$ cat config.mk
export PLATFORM = sky130hd
export DESIGN_NAME = somador_completo
export DESIGN_NICKNAME = d
export VERILOG_FILES = /design/src/rtl/somador_completo_pkg.sv /design/src/rtl/somador_completo_bit.sv /design/src/rtl/somador_completo.sv
export SDC_FILE = /design/constraint.sdc
export NUM_CORES = 1
export LEC_CHECK = 0
export CORE_AREA = 3 3 40 42
export CTS_CLUSTER_SIZE = 24
export DETAILED_ROUTE_END_ITERATION = 7
export DIE_AREA = 0 0 43 45
export DONT_BUFFER_PORTS = 1
export GPL_TIMING_DRIVEN = 0
export HOLD_SLACK_MARGIN = 0.1
export SETUP_SLACK_MARGIN = 0.3
export SYNTH_ARGS = -nofsm -noshare
export SYNTH_HDL_FRONTEND = slang
export SYNTH_SLANG_ARGS = --single-unit
export TNS_END_PERCENT = 1
$ cat constraint.sdc
create_clock -name clk -period 1.5 [get_ports clk]
set_input_delay 0.225 -clock clk [delete_from_list [all_inputs] [get_ports clk]]
set_output_delay 0.225 -clock clk [all_outputs]
set_load 0.02 [all_outputs]
$ cat src/rtl/somador_completo_pkg.sv
// Shared constants and helpers for the registered ripple-carry adder.
// Imported by the top level.
package somador_completo_pkg;

    localparam int DEF_WIDTH = 1;

    // Signed overflow from the carries into and out of the MSB.
    function automatic logic ovf_of(input logic c_msb_in, input logic c_msb_out);
        return c_msb_in ^ c_msb_out;
    endfunction

endpackage

$ cat src/rtl/somador_completo_bit.sv
// Combinational 1-bit full-adder cell.
// Chained by the top level to form the ripple-carry adder.
module somador_completo_bit (
    input  logic a,
    input  logic b,
    input  logic cin,
    output logic s,
    output logic cout
);

    logic p;

    assign p    = a ^ b;
    assign s    = p ^ cin;
    assign cout = (a & b) | (cin & p);

endmodule

$ cat src/rtl/somador_completo.sv
// Registered full adder: {cout, s} = a + b + cin with signed overflow.
// Ripple chain of 1-bit cells; results captured on the rising clock edge.
module somador_completo
    import somador_completo_pkg::*;
#(
    parameter int WIDTH = DEF_WIDTH
) (
    input  logic             clk,
    input  logic             rst,
    input  logic             en,
    input  logic [WIDTH-1:0] a,
    input  logic [WIDTH-1:0] b,
    input  logic             cin,
    output logic [WIDTH-1:0] s,
    output logic             cout,
    output logic             ovf
);

    logic [WIDTH:0]   c;
    logic [WIDTH-1:0] sum;

    logic [WIDTH-1:0] s_d, s_q;
    logic             cout_d, cout_q;
    logic             ovf_d, ovf_q;

    assign c[0] = cin;

    for (genvar i = 0; i < WIDTH; i++) begin : g_cell
        somador_completo_bit u_bit (
            .a   (a[i]),
            .b   (b[i]),
            .cin (c[i]),
            .s   (sum[i]),
            .cout(c[i+1])
        );
    end

    // Load the fresh sum when enabled, otherwise hold the registered result.
    always_comb begin
        s_d    = s_q;
        cout_d = cout_q;
        ovf_d  = ovf_q;
        if (en) begin
            s_d    = sum;
            cout_d = c[WIDTH];
            ovf_d  = ovf_of(c[WIDTH-1], c[WIDTH]);
        end
    end

    // Output registers with synchronous reset taking priority over enable.
    always_ff @(posedge clk) begin
        if (rst) begin
            s_q    <= '0;
            cout_q <= 1'b0;
            ovf_q  <= 1'b0;
        end else begin
            s_q    <= s_d;
            cout_q <= cout_d;
            ovf_q  <= ovf_d;
        end
    end

    assign s    = s_q;
    assign cout = cout_q;
    assign ovf  = ovf_q;

endmodule

==> flow_metrics.py <==
metrics = {
    "global_routing": {
        "grt_util_met2": 0.06287,
        "busiest_layer": "met3",
        "grt_use_met3": 0.07968,
        "grt_antenna_before_repair": 0,
        "grtUsageTotal": 0.04829,
        "grt_remaining_overflow": 0,
        "grt_max_degree": 5,
        "met1_usage": 0.03373,
        "grt_first_pass_wirelength_um": 600,
        "grt_pass1_vias": 141,
    },
    "clocking": {
        "clk_path_buf_depth": 2,
        "clk_latency_ns": 0.24,
        "cts_max_level": 1,
        "cts-root-buf": "clkbuf_4",
        "ctsResizeCount": 0,
        "cts_inserted_buffers": 3,
        "cts_sinks": 3,
        "cts_tree": "built",
        "cts.reportedPaths.clkPinSlew_ns": 0.04,
    },
    "synthesis": {
        "synth_nets": 18,
        "synthCells": 11,
        "syn_area_per_cell_sq_um": 12.06,
        "ys_seq_area_frac": 0.4528,
        "ys_types": 6,
        "ys_top_cells_by_area": "dfxtp_1, fa_1, mux2i_1",
        "synth_seq_cells": 3,
        "synth_area_sq_um": 132.6,
        "yosysWarningCount": 0,
        "yosysTopAreaCellShare": 0.4528,
        "yosys.area.top_type": "dfxtp_1",
    },
    "worst_setup_path": {
        "crit_path_start_kind": "flop",
        "crit_path_end": "cout",
        "criticalPathCategory": "flop to output pin",
        "cp.depth": 0,
        "r2r-start": "ovf",
        "r2r_cells": 2,
        "r2r_setup_slack_ns": 0.70,
        "path_max_fanout": 2,
        "end_kind": "output pin",
        "crit_start": "cout",
        "cp.arrival_ns": 0.69,
        "r2r-end": "ovf",
        "cp.required_ns": 1.27,
    },
    "layout": {
        "layout-drive-gt1-share": 0.2353,
        "nets": 25,
        "utilization": 0.1538,
        "area_growth_pct": 49.06,
        "fin_area_sq_um": 197.7,
        "antenna_cells": 0,
        "nFillCells": 144,
    },
    "die": {
        "start_util": 0.1032,
        "rows": 13,
        "num_io_pins": 9,
        "die_y_um": 45,
        "die_w_um": 43,
        "core_sq_um": 1285,
        "dieArea_sq_um": 1935,
    },
    "sta": {
        "post-route-min-period_ns": 0.9182,
        "finalCritPeriodShare": 0.6121,
        "tightest_slew_ns": 0.2563,
        "setup_viol": 0,
        "relSlewSlack": 0.8289,
        "grt_setup_unrepaired": "no",
        "fin_tns_setup_ns": 0,
        "hold_ws_ns": 0.1516,
        "drv_slew": 0,
        "hold_viol": 0,
        "fmax_ghz": 1.089,
        "finalClockSkew_ns": 0,
    },
    "placed_design": {
        "placed_cell_area_sq_um": 151.4,
        "routabilityCongestion": 0.5824,
        "port_buffers": 0,
    },
    "pwr": {
        "finalPower_uw": 272.5,
        "power.leakage_uw": 0.00007685,
        "p_per_area_nw_per_um2": 1378,
        "peakVddDrop_mv": 0.4968,
    },
    "outcome": {
        "outcome": "complete, no violations",
    },
    "routing": {
        "ant_nets": 0,
        "routedWlPerCell_um": 12.69,
        "vias_per_cell": 3.281,
        "drt_pass1_iterations": 1,
        "drtIter0Drc": 0,
        "wl_um": 406,
        "drc": 0,
        "via_count": 105,
    },
    "flow_run": {
        "drv_cap": 0,
    },
    "min_path": {
        "hold_class": "input port to flop",
    },
}
-- cell usage after synthesis --
cell / number
dfxtp_1: 3
xnor2_1: 1
a211oi_2: 1
fa_1: 1
nor2_1: 3
mux2i_1: 2
-- what timing repair did --
action / 4_1_cts / 5_1_grt
hold buffers: 2 / 0
endpoints found under the hold margin: 3 / 0
setup buffers: 0 / 0
-- cell families (layout without fill, tap and decap cells) --
| family | after synthesis | count (layout) | share of synthesized area |
|---|---|---|---|
| compound gates | 1 | 1 | 0.09432 |
| mux | 2 | 2 | 0.1509 |
| flops | 3 | 3 | 0.4528 |
| simple gates | 3 | 3 | 0.08490 |
| xor+xnor | 1 | 1 | 0.06605 |
| buf+inv | 0 | 6 | 0 |
| fa+ha+maj | 1 | 1 | 0.1509 |
-- final cells by class --
class                           instances  area (sq um)  share of cell area
Tap cell                               15         18.77             0.09494
Clock buffer                            4         26.28              0.1329
Sequential cell                         3         60.06              0.3038
Timing Repair Buffer                    2         20.02              0.1013
Multi-Input combinational cell          8         72.57              0.3671
-- how the worst min path moves through the flow --
| stage | slack, ns | cells past startpoint | endpoint | start |
|---|---|---|---|---|
| 2_1_floorplan | 0.29 | 1 | ovf | rst |
| 3_3_place_gp | 0.29 | 1 | ovf | rst |
| 3_5_place_dp | 0.29 | 1 | ovf | rst |
| 4_1_cts | 0.15 | 2 | s | en |
| 5_1_grt | 0.16 | 2 | s | en |
| 6_report | 0.15 | 2 | s | en |
-- power by group --
group | total, uW | switching [uW] | leakage, uW | internal (uW)
clock | 147 | 47.3 | 0.0000150 | 100
combinational | 25.1 | 10.3 | 0.0000370 | 14.8
sequential | 99.9 | 13.0 | 0.0000248 | 86.9
-- per-stage QoR --
stage	worst slack, ns	cells
after floorplan	0.4265	11
after global placement	0.4074	26
after detailed placement	0.3842	26
after CTS	0.5690	32
after global routing	0.5602	32
final	0.5818	32
-- cells in the final DEF (no fill, tap or decap), drive strengths merged --
cell type    Yosys  routed
clkbuf           0       4
a211oi           1       1
dlygate4sd3      0       2
mux2i            2       2
fa               1       1
nor2             3       3
dfxtp            3       3
xnor2            1       1
-- sequential cells by signal (all words and copies together) (netlist names) --
register / flops
cout: 1
ovf: 1
s: 1
-- per-layer routing --
metal / up-vias / wire length, um
met3: 0 / 108
li1: 48 / -
met1: 48 / 146
met2: 9 / 151
met5: - / 0
met4: 0 / 0
No activity file was read; power rests on OpenSTA's default activity.
